## src/rtl/sms_timing_pkg.sv

```systemverilog
// Shared definitions for the SMS memory timing ring.
// Holds the time-point count, FSM state type and index type.
package sms_timing_pkg;

   localparam int NUM_TP = 10;

   typedef enum logic {
      IDLE = 1'b0,
      RUN  = 1'b1
   } state_e;

   typedef logic [3:0] tp_idx_t;

   // One-hot decode of a time-point index; indices >= NUM_TP give zero.
   function automatic logic [NUM_TP-1:0] tp_onehot(tp_idx_t i);
      logic [NUM_TP-1:0] one;
      one = 1;
      return one << i;
   endfunction

endpackage

```

## src/rtl/sms_tp_divider.sv

```systemverilog
// Sub-counter dividing x down to one time point (DIV clocks).
// Ports: x, reset_n, en (count), cnt_nxt (next count), last (count = DIV-1).
module sms_tp_divider #(
   parameter int DIV = 4,
   parameter int CW  = $clog2(DIV)
) (
   input  logic          x,
   input  logic          reset_n,
   input  logic          en,
   output logic [CW-1:0] cnt_nxt,
   output logic          last
);

   logic [CW-1:0] cnt_q;
   logic [CW-1:0] cnt_d;

   always_comb begin
      last  = (cnt_q == CW'(DIV - 1));
      cnt_d = cnt_q;
      if (en) begin
         cnt_d = last ? '0 : cnt_q + 1'b1;
      end
      cnt_nxt = cnt_d;
   end

   always_ff @(posedge x or negedge reset_n) begin
      if (!reset_n) begin
         cnt_q <= '0;
      end else begin
         cnt_q <= cnt_d;
      end
   end

endmodule

```

## src/rtl/sms_timing_ring.sv

```systemverilog
// Ten-point memory timing ring with AC trigger and selectable gate.
// Ports: x, reset_n, run, step, gate_sel -> tp, ac, gate, cyc_end, busy.
module sms_timing_ring
   import sms_timing_pkg::*;
#(
   parameter int DIV = 4
) (
   input  logic              x,
   input  logic              reset_n,
   input  logic              run,
   input  logic              step,
   input  logic [3:0]        gate_sel,
   output logic [NUM_TP-1:0] tp,
   output logic              ac,
   output logic              gate,
   output logic              cyc_end,
   output logic              busy
);

   localparam int CW = $clog2(DIV);

   state_e  state_q, state_d;
   tp_idx_t idx_q, idx_d;

   logic [CW-1:0] sub_nxt;
   logic          sub_last;

   logic [NUM_TP-1:0] tp_q, tp_d;
   logic ac_q, ac_d;
   logic gate_q, gate_d;
   logic cyc_end_q, cyc_end_d;
   logic busy_q, busy_d;

   sms_tp_divider #(
      .DIV (DIV),
      .CW  (CW)
   ) u_div (
      .x       (x),
      .reset_n (reset_n),
      .en      (state_q == RUN),
      .cnt_nxt (sub_nxt),
      .last    (sub_last)
   );

   always_comb begin
      state_d = state_q;
      idx_d   = idx_q;
      unique case (state_q)
         IDLE: begin
            idx_d = '0;
            if (run || step) begin
               state_d = RUN;
            end
         end
         RUN: begin
            if (sub_last) begin
               if (idx_q == tp_idx_t'(NUM_TP - 1)) begin
                  idx_d = '0;
                  if (!run) begin
                     state_d = IDLE;
                  end
               end else begin
                  idx_d = idx_q + 1'b1;
               end
            end
         end
         default: begin
            state_d = IDLE;
            idx_d   = '0;
         end
      endcase
   end

   // Outputs are registered from next-state values so they line up
   // with the state they describe, with no input-to-output path.
   always_comb begin
      busy_d    = (state_d == RUN);
      tp_d      = busy_d ? tp_onehot(idx_d) : '0;
      ac_d      = busy_d && (sub_nxt < CW'(DIV / 2));
      gate_d    = busy_d && (gate_sel < 4'(NUM_TP))
                  && (idx_d == gate_sel);
      cyc_end_d = busy_d && (idx_d == tp_idx_t'(NUM_TP - 1))
                  && (sub_nxt == CW'(DIV - 1));
   end

   always_ff @(posedge x or negedge reset_n) begin
      if (!reset_n) begin
         state_q   <= IDLE;
         idx_q     <= '0;
         tp_q      <= '0;
         ac_q      <= 1'b0;
         gate_q    <= 1'b0;
         cyc_end_q <= 1'b0;
         busy_q    <= 1'b0;
      end else begin
         state_q   <= state_d;
         idx_q     <= idx_d;
         tp_q      <= tp_d;
         ac_q      <= ac_d;
         gate_q    <= gate_d;
         cyc_end_q <= cyc_end_d;
         busy_q    <= busy_d;
      end
   end

   assign tp      = tp_q;
   assign ac      = ac_q;
   assign gate    = gate_q;
   assign cyc_end = cyc_end_q;
   assign busy    = busy_q;

endmodule

```

## config.mk

```make
export PLATFORM = sky130hd
export DESIGN_NAME = sms_timing_ring
export DESIGN_NICKNAME = d
export VERILOG_FILES = /design/src/rtl/sms_timing_pkg.sv /design/src/rtl/sms_tp_divider.sv /design/src/rtl/sms_timing_ring.sv
export SDC_FILE = /design/constraint.sdc
export NUM_CORES = 1
export LEC_CHECK = 0
export CORE_ASPECT_RATIO = 1.5
export CORE_MARGIN = 3
export CORE_UTILIZATION = 45
export DETAILED_ROUTE_END_ITERATION = 6
export DONT_BUFFER_PORTS = 1
export PLACE_DENSITY = 0.58
export SLEW_MARGIN = 20
export SYNTH_ARGS = -nofsm -noshare
export SYNTH_HDL_FRONTEND = slang
export SYNTH_SLANG_ARGS = --single-unit
```

## constraint.sdc

```tcl
create_clock -name x -period 3.8 [get_ports x]
set_clock_uncertainty 0.15 [all_clocks]
set_input_delay 0.19 -clock x [delete_from_list [all_inputs] [get_ports x]]
set_output_delay 0.19 -clock x [all_outputs]
set_load 0.02 [all_outputs]
```

==> impl_metrics.env, run 1 <==
export IMPL_outcome="finished clean"
export IMPL_power_total_mw=0.8683
export IMPL_core_area_um2=1926
export IMPL_die_w_um=43.86
export IMPL_yosys_warnings=0
export IMPL_n_antenna_cell=0
export IMPL_synth_cell_area_um2=967.2
export IMPL_synth_edff_count=0
export IMPL_grt_setup_unrepaired="no"
export IMPL_post_cts_setup_buffers=0
export IMPL_dpl_cell_area_um2=977.2
export IMPL_fp_dieArea_um2=2753
export IMPL_clk_latency_ps=290
export IMPL_fmax_mhz=461.4
export IMPL_finalCriticalPeriod_ps=2167
export IMPL_synthArstFlopShare=1.000
export IMPL_grt_max_degree=21
export IMPL_p_leak_nw=0.4762
export IMPL_die_height_um=62.78
export IMPL_ios=22
export IMPL_r2r_start="u_div.cnt_q[0]"
export IMPL_final_area_um2=1030
export IMPL_cts_repair_resized=0
export IMPL_crit_fanout=8
export IMPL_required_ps=3850
export IMPL_hold_start="gate_sel[3]"
export IMPL_startpoint_type="register"
export IMPL_root_buffer="clkbuf_4"
export IMPL_finalCritPeriodShare=0.5703
export IMPL_cts_made_buffers=3
export IMPL_routed_via_density=6.256
export IMPL_slew_viol_final=0
export IMPL_area_delta_synth_final_pct=6.469
export IMPL_final_cell_mix="dfrtp_1, nor2_1, nand2_1, o21ai_0"
export IMPL_mostFrequentLayoutCell="dfrtp_1"
export IMPL_relSlewSlack=0.4256
export IMPL_worst_pin_slew_ps=858.8
export IMPL_timing_final_setup_violations=0
export IMPL_grt_usage=0.1702
export IMPL_drt_pass1_iterations=4
export IMPL_syn_nets=111
export IMPL_finalHoldViolCount=0
export IMPL_htreeDepth=1
export IMPL_fin_hold_ws_ps=70.94
export IMPL_drt_iter0_markers=19
export IMPL_grt_pass1_wl_um=3581
export IMPL_ys_seq_area_frac=0.5175
export IMPL_cp_end_kind="register"
export IMPL_hold_path_class="primary input to register"
export IMPL_syn_area_per_cell_um2=9.482
export IMPL_cts_buffer_depth=2
export IMPL_nets=115
export IMPL_syn_inst=102
export IMPL_totalWireLength_um=2048
export IMPL_start_util=0.5023
export IMPL_synth_cell_types=34
export IMPL_place_congestion=0.8922
export IMPL_portBuffers=0
export IMPL_drc=0
export IMPL_avgRoutedWirePerCell_um=16.38
export IMPL_drive_gt1_frac=0.1154
export IMPL_dp_hpwl_um=1459
export IMPL_clock_sinks=20
export IMPL_cts_tree="built"
export IMPL_grt_pass1_vias=759
export IMPL_rows=19
export IMPL_grt_antenna_before_repair=0
export IMPL_finalSetupTns_ps=0
export IMPL_via_count=782
export IMPL_powerDensity_nw_per_um2=843.2
export IMPL_ys_ff_latch=20
export IMPL_crit_arrival_ps=2210
export IMPL_cts_reportedPaths_clkPinSlew_ps=100
export IMPL_setup_worst_path_class="register to register"
export IMPL_cp_startpoint="u_div.cnt_q[0]"
export IMPL_synth_main_ff_cell="dfrtp_1"
export IMPL_drv_cap=0
export IMPL_gr_total_overflow=0
export IMPL_drtAntennaViolNets=0
export IMPL_peakVddDrop_mv=0.4693
-- final timing paths --
check | endpoint | slack [ps] | cells past startpoint
worst min register to register | u_div.cnt_q[1] | 420 | 1
max in group asynchronous | idx_q[3] | 2680 | 1
worst max register to register | gate | 1630 | 6
worst max-delay path | gate | 1630 | 6
min in group asynchronous | cyc_end | 290 | 1
worst min-delay path | gate | 70 | 3
-- registers in the layout, indices dropped and copies added (netlist names) --
register,flops
idx_q,4
cyc_end,1
ac,1
u_div.cnt_q,2
gate,1
busy,1
tp,10
-- routing by layer --
layer | GRT usage | wire length (µm) | up-vias
li1 | - | - | 360
met1 | 0.2143 | 852 | 389
met2 | 0.2719 | 1031 | 28
met3 | 0.03170 | 121 | 5
met4 | 0.07925 | 43 | 0
met5 | 0 | 0 | -
-- report_power, final --
part           switching, mW  total (mW)  leakage [nW]  internal, mW
registers              0.144       0.429         0.254         0.285
clock network         0.0578      0.0947        0.0138        0.0369
logic                  0.211       0.344         0.208         0.133
-- metrics by stage --
| step | util | cells | setup WS, ps |
|---|---|---|---|
| final | 0.5348 | 125 | 1633 |
| after global routing | 0.5348 | 125 | 1514 |
| after CTS | 0.5348 | 125 | 1631 |
| after detailed placement | 0.5075 | 119 | 1649 |
| after global placement | 0.5075 | 119 | 1626 |
| after floorplan | - | 102 | 1883 |
-- synth_stat cells (2+ instances only) --
library cell / instances / area share
o32ai_1: 2 / 0.018
a31oi_1: 3 / 0.019
clkbuf_1: 3 / 0.012
o21ai_0: 6 / 0.031
inv_1: 5 / 0.019
a21o_1: 2 / 0.016
nand2b_1: 2 / 0.013
a21oi_1: 5 / 0.026
nand2_1: 6 / 0.023
and3_1: 3 / 0.019
nand3_1: 2 / 0.010
nor2_1: 19 / 0.074
dfrtp_1: 20 / 0.52
nor3_1: 4 / 0.021
-- worst max-delay path, stage by stage (launching register included) --
cell and delay (ps):
dfrtp_1 400, ha_1 350, nand2_2 180, o211ai_2 190, o21ai_1 80, or3_1 390, a2111oi_2 320
-- final cells by class --
class	instances	area, µm²
Sequential cell	20	500.5
Inverter	6	22.52
Multi-Input combinational cell	72	427.9
Timing Repair Buffer	3	30.03
Clock buffer	3	22.52
Tap cell	21	26.28
Fill cell	169	895.9
-- timing repair --
action                                  4_1_cts  5_1_grt
endpoints found under the setup margin        0        0
endpoints found under the hold margin        23        0
hold buffers                                  3        0
-- logic make-up after synthesis --
family          count (synthesis)  synth area share
compound gates                 25            0.1772
xor+xnor                        2           0.02588
mux                             2           0.02199
simple gates                   42            0.2044
fa+ha+maj                       1           0.01293
buf+inv                        10           0.04010
flops                          20            0.5175
Power figures use the tool's default switching activity.
==> inputs of run 2 (changes only) <==
--- a/config.mk
+++ b/config.mk
@@ -10,7 +10,7 @@
 export CORE_UTILIZATION = 45
 export DETAILED_ROUTE_END_ITERATION = 6
 export DONT_BUFFER_PORTS = 1
-export PLACE_DENSITY = 0.58
+export PLACE_DENSITY = 0.6
 export SLEW_MARGIN = 20
 export SYNTH_ARGS = -nofsm -noshare
 export SYNTH_HDL_FRONTEND = slang
==> constraint.sdc (replaced) <==
create_clock -name x -period 1.95 [get_ports x]
set_clock_uncertainty 0.15 [all_clocks]
set_input_delay 0.0975 -clock x [delete_from_list [all_inputs] [get_ports x]]
set_output_delay 0.0975 -clock x [all_outputs]
set_load 0.02 [all_outputs]
==> run 2 against run 1 <==
  * Non-clock buffer count grew 20
  * Highest routed layer unchanged
  * Sequential cell count did not move
  * Routed wire length rose by 8.4%
  * First-iteration DRC count up 74%
  * Hold slack worse by 51 ps
  * Setup slack lost 1500 ps
  * Critical path type unchanged
  * Register-to-register slack got worse by 1500 ps
==> impl_metrics.env, run 2 (synthesized netlist as in run 1, its figures left out) <==
export IMPL_fillCellCount=161
export IMPL_root_buffer="clkbuf_4"
export IMPL_largest_reg_flops=10
export IMPL_gr_total_overflow=0
export IMPL_portBuffers=0
export IMPL_powerDensity_nw_per_um2=1596
export IMPL_core_area_um2=1926
export IMPL_cts_buffer_depth=2
export IMPL_totalWireLength_um=2221
export IMPL_cts_reportedPaths_clkPinSlew_ps=100
export IMPL_required_ps=1990
export IMPL_setup_worst_path_class="register to register"
export IMPL_via_count=816
export IMPL_slew_viol_final=0
export IMPL_fp_dieArea_um2=2753
export IMPL_dpl_cell_area_um2=1067
export IMPL_final_cell_mix="nor2_1, dfrtp_1, buf_4"
export IMPL_cp_slowest_cell="dfrtp_1"
export IMPL_timing_final_setup_violations=0
export IMPL_worst_pin_slew_ps=866.6
export IMPL_drt_pass1_iterations=4
export IMPL_relSlewSlack=0.4203
export IMPL_hold_path_class="primary input to register"
export IMPL_finalHoldViolCount=0
export IMPL_p_leak_nw=0.5680
export IMPL_cp_common_cell="o21ai_0"
export IMPL_finalCritPeriodShare=0.9474
export IMPL_grt_pass1_wl_um=3574
export IMPL_area_delta_synth_final_pct=25.48
export IMPL_die_w_um=43.86
export IMPL_grt_usage=0.1724
export IMPL_crit_fanout=5
export IMPL_cts_tree="built"
export IMPL_drc=0
export IMPL_n_antenna_cell=0
export IMPL_drive_gt1_frac=0.2419
export IMPL_start_util=0.5023
export IMPL_grt_antenna_before_repair=0
export IMPL_rows=19
export IMPL_path_cells="ha_4 > nand2_2 > buf_4 > o21ai_0 > o21ai_0 > a2111oi_2"
export IMPL_peakVddDrop_mv=0.8072
export IMPL_cpPeakStageDelay_ps=410
export IMPL_cts_made_buffers=3
export IMPL_outcome="finished clean"
export IMPL_htreeDepth=1
export IMPL_ios=22
export IMPL_grt_pass1_vias=794
export IMPL_drtAntennaViolNets=0
export IMPL_drv_cap=0
export IMPL_fmax_mhz=541.3
export IMPL_startpoint_type="register"
export IMPL_routed_via_density=5.628
export IMPL_layout_setup_ws_ps=102.5
export IMPL_cp_end_kind="register"
export IMPL_dp_hpwl_um=1626
export IMPL_place_congestion=0.8907
export IMPL_clock_sinks=20
export IMPL_finalCriticalPeriod_ps=1847
export IMPL_die_height_um=62.78
export IMPL_grt_setup_unrepaired="no"
export IMPL_avgRoutedWirePerCell_um=15.32
export IMPL_drt_iter0_markers=33
export IMPL_crit_arrival_ps=1880
export IMPL_pre_cts_slack_ps=-59.02
export IMPL_multiInputGateArea_um2=447.9
export IMPL_clk_latency_ps=280
export IMPL_final_seq_area_um2=501.7
export IMPL_nets=135
export IMPL_grt_max_degree=21
export IMPL_finalSetupTns_ps=0
export IMPL_final_area_um2=1214
## run 2: changes by cell type in the layout (fill, tap and decap cells not counted), sizes merged
| cell | previous run | this run |
|---|---|---|
| dlygate4sd3 | 3 | 8 |
| buf | 0 | 15 |
## run 2: worst paths after layout
path | from | endpoint | slack [ps] | cells after the start
min in group asynchronous | reset_n | cyc_end | 210 | 1
max | u_div.cnt_q[1] | gate | 100 | 6
max reg2reg | u_div.cnt_q[1] | gate | 100 | 6
max in group asynchronous | reset_n | idx_q[1] | 850 | 1
min | step | busy | 20 | 4
min reg2reg | idx_q[1] | tp[1] | 440 | 1
## run 2: cell type report
type,instances,area share
Clock buffer,3,0.01856
Inverter,6,0.01856
Sequential cell,20,0.4134
Multi-Input combinational cell,72,0.3691
Tap cell,21,0.02165
Timing Repair Buffer,23,0.1588
## run 2: worst max-delay path: cells and delay by family, from the launching register on
kind	cells	cell delay (ps)
AOI/OAI and AO/OA	3	730
buffers and inverters	1	160
adders and majority gates	1	190
DFF	1	410
and+or+nand+nor	1	100
## run 2: metrics by stage
stage | std cells | hold WS [ps] | power [mW] | util
after global routing | 145 | 31.05 | 2.085 | 0.6303
final | 145 | 19.63 | 1.937 | 0.6303
after floorplan | 102 | -348.1 | 1.330 | -
after CTS | 140 | 0.5626 | 1.873 | 0.6036
after global placement | 131 | -347.7 | 1.638 | 0.5543
after detailed placement | 131 | -347.7 | 1.646 | 0.5543
## run 2: metal layers
layer | up-vias | GRT usage | part of all wire
met4 | 0 | 0.07170 | 0.012
li1 | 405 | - | -
met3 | 4 | 0.02594 | 0.045
met1 | 380 | 0.2098 | 0.42
met5 | - | 0 | 0
met2 | 27 | 0.2901 | 0.52
## run 2: what timing repair did
action / in CTS / in global routing
endpoints found under the hold margin: 23 / 1
pin swaps: 0 / 2
setup endpoints to repair: 2 / 2
gates resized for setup: 2 / 3
hold buffers: 6 / 2
buffers inserted: 0 / 3
## run 2: power by group
group | leakage (nW) | switching [mW] | total, mW | internal (mW)
clock | 0.0138 | 0.111 | 0.183 | 0.0717
combinational | 0.301 | 0.503 | 0.964 | 0.461
sequential | 0.253 | 0.232 | 0.790 | 0.559
==> inputs of run 3 (changes only) <==
--- a/config.mk
+++ b/config.mk
@@ -5,7 +5,6 @@
 export SDC_FILE = /design/constraint.sdc
 export NUM_CORES = 1
 export LEC_CHECK = 0
-export CORE_ASPECT_RATIO = 1.5
 export CORE_MARGIN = 3
 export CORE_UTILIZATION = 45
 export DETAILED_ROUTE_END_ITERATION = 6
==> run 3 against run 2 <==
  * The flow now finishes with violations (hold timing)
  * Non-clock buffer count down 3
  * Register-to-register slack worse by 40 ps
  * Routed wire length up 3.2%
  * Fmax down 2.4%
  * Power up 4.4%
  * Core utilization down 1.3 points
  * Clock-buffer cell count unchanged
  * Critical path depth up 1
  * Combinational power up 7%
  * First-iteration DRC count up 33%
  * Via count up 6.1%
  * Critical path type unchanged
  * Largest power group unchanged
  * Highest routed layer unchanged
==> impl_metrics.env, run 3 (synthesized netlist as in run 1, its figures left out) <==
export IMPL_crit_arrival_ps=1930
export IMPL_relSlewSlack=0.4109
export IMPL_drt_iter0_markers=44
export IMPL_crit_fanout=5
export IMPL_cpPeakStageDelay_ps=440
export IMPL_fin_hold_ws_ps=-17.78
export IMPL_worst_pin_slew_ps=880.8
export IMPL_dpl_cell_area_um2=1090
export IMPL_hold_path_class="primary input to register"
export IMPL_required_ps=1980
export IMPL_top_layer_used="met4"
export IMPL_htreeDepth=1
export IMPL_p_leak_nw=0.5650
export IMPL_grt_pass1_vias=868
export IMPL_nets=132
export IMPL_portBuffers=0
export IMPL_grt_max_degree=21
export IMPL_drc=0
export IMPL_cts_buffer_depth=2
export IMPL_path_cells="ha_4 > nand2_4 > buf_4 > or3_2 > a21o_1 > inv_1 > nor2_1"
export IMPL_clk_latency_ps=290
export IMPL_cpLargestDelayFamily="simple AND/OR/NAND/NOR gates"
export IMPL_violations="hold timing"
export IMPL_grt_usage=0.1898
export IMPL_wl_met1_um=988
export IMPL_wl_met3_um=162
export IMPL_area_delta_synth_final_pct=27.68
export IMPL_cp_buffers_inverters=2
export IMPL_pre_cts_slack_ps=-66.44
export IMPL_die_height_um=52.36
export IMPL_routed_via_density=5.851
export IMPL_outcome="finished with violations"
export IMPL_finalCritPeriodShare=0.9705
export IMPL_gr_total_overflow=0
export IMPL_core_area_um2=2002
export IMPL_cp_slowest_cell="or3_2"
export IMPL_avgRoutedWirePerCell_um=15.49
export IMPL_start_util=0.4831
export IMPL_cts_reportedPaths_clkPinSlew_ps=110
export IMPL_totalWireLength_um=2292
export IMPL_multiInputGateArea_um2=488.0
export IMPL_via_count=866
export IMPL_cts_tree="built"
export IMPL_peakVddDrop_mv=0.8183
export IMPL_startpoint_type="register"
export IMPL_finalSetupTns_ps=0
export IMPL_final_area_um2=1235
export IMPL_setup_worst_path_class="register to register"
export IMPL_postLayoutCoreUtil=0.6169
export IMPL_post_cts_setup_buffers=0
export IMPL_fp_dieArea_um2=2742
export IMPL_final_cell_mix="nor2_1, dfrtp_1, buf_4"
export IMPL_place_congestion=0.8764
export IMPL_power_total_mw=2.022
export IMPL_grt_setup_unrepaired="yes"
export IMPL_cts_made_buffers=3
export IMPL_finalHoldViolCount=1
export IMPL_final_seq_area_um2=503.0
export IMPL_timing_final_setup_violations=0
export IMPL_drt_pass1_iterations=4
export IMPL_n_antenna_cell=0
export IMPL_drive_gt1_frac=0.2727
export IMPL_slew_viol_final=0
export IMPL_finalCriticalPeriod_ps=1892
export IMPL_drtAntennaViolNets=0
export IMPL_grt_pass1_wl_um=3864
export IMPL_root_buffer="clkbuf_4"
export IMPL_fillCellCount=177
export IMPL_dp_hpwl_um=1608
export IMPL_fmax_mhz=528.4
export IMPL_layout_setup_ws_ps=57.52
export IMPL_powerDensity_nw_per_um2=1638
export IMPL_rows=16
export IMPL_wl_met2_um=1078
export IMPL_clock_sinks=20
export IMPL_drv_cap=0
export IMPL_cp_end_kind="register"
export IMPL_grt_antenna_before_repair=0
export IMPL_mostFrequentLayoutCell="nor2_1"
export IMPL_largest_reg_flops=10
export IMPL_ios=22
export IMPL_die_w_um=52.36
==> run 3: area by class of cell <==
class                           instances  share of cell area
Inverter                                6             0.01824
Timing Repair Buffer                   20              0.1337
Tap cell                               27             0.02736
Clock buffer                            3             0.01824
Sequential cell                        20              0.4073
Multi-Input combinational cell         72              0.3951
==> run 3: repair_timing <==
| item | in CTS | in global routing |
|---|---|---|
| hold buffers | 6 | 0 |
| gates resized for setup | 3 | 11 |
| setup endpoints to repair | 2 | 3 |
| pin swaps | 0 | 5 |
| hold endpoints to repair | 23 | 0 |
==> run 3: metrics by stage <==
step | std cells | hold WS (ps)
2_1_floorplan | 102 | -348.1
3_3_place_gp | 139 | -347.7
3_5_place_dp | 139 | -347.6
4_1_cts | 148 | 25.53
5_1_grt | 148 | 42.59
6_report | 148 | -17.78
==> run 3: report_power, final <==
group | internal (mW) | switching [mW]
combinational | 0.490 | 0.539
clock | 0.0718 | 0.116
sequential | 0.561 | 0.245
total | 1.12 | 0.900
==> run 3: layer usage <==
layer / track usage / up-vias
met1: 0.2616 / 407
met4: 0.08936 / 0
met2: 0.2789 / 53
met3: 0.04274 / 8
li1: - / 398
met5: 0 / -
==> run 3: worst paths after layout <==
path	from	to	slack [ps]	cells past startpoint
max in group asynchronous	reset_n	idx_q[1]	830	1
worst max-delay path	u_div.cnt_q[0]	tp[0]	60	7
worst min register to register	u_div.cnt_q[1]	u_div.cnt_q[1]	490	1
worst min-delay path	gate_sel[3]	gate	-20	4
worst max register to register	u_div.cnt_q[0]	tp[0]	60	7
min in group asynchronous	reset_n	tp[7]	210	1
==> run 3: worst register-to-register path, cell delays in order, from the launching register on <==
cell,delay (ps)
dfrtp_1,430
ha_4,220
nand2_4,80
buf_4,160
or3_2,440
a21o_1,180
inv_1,70
nor2_1,50
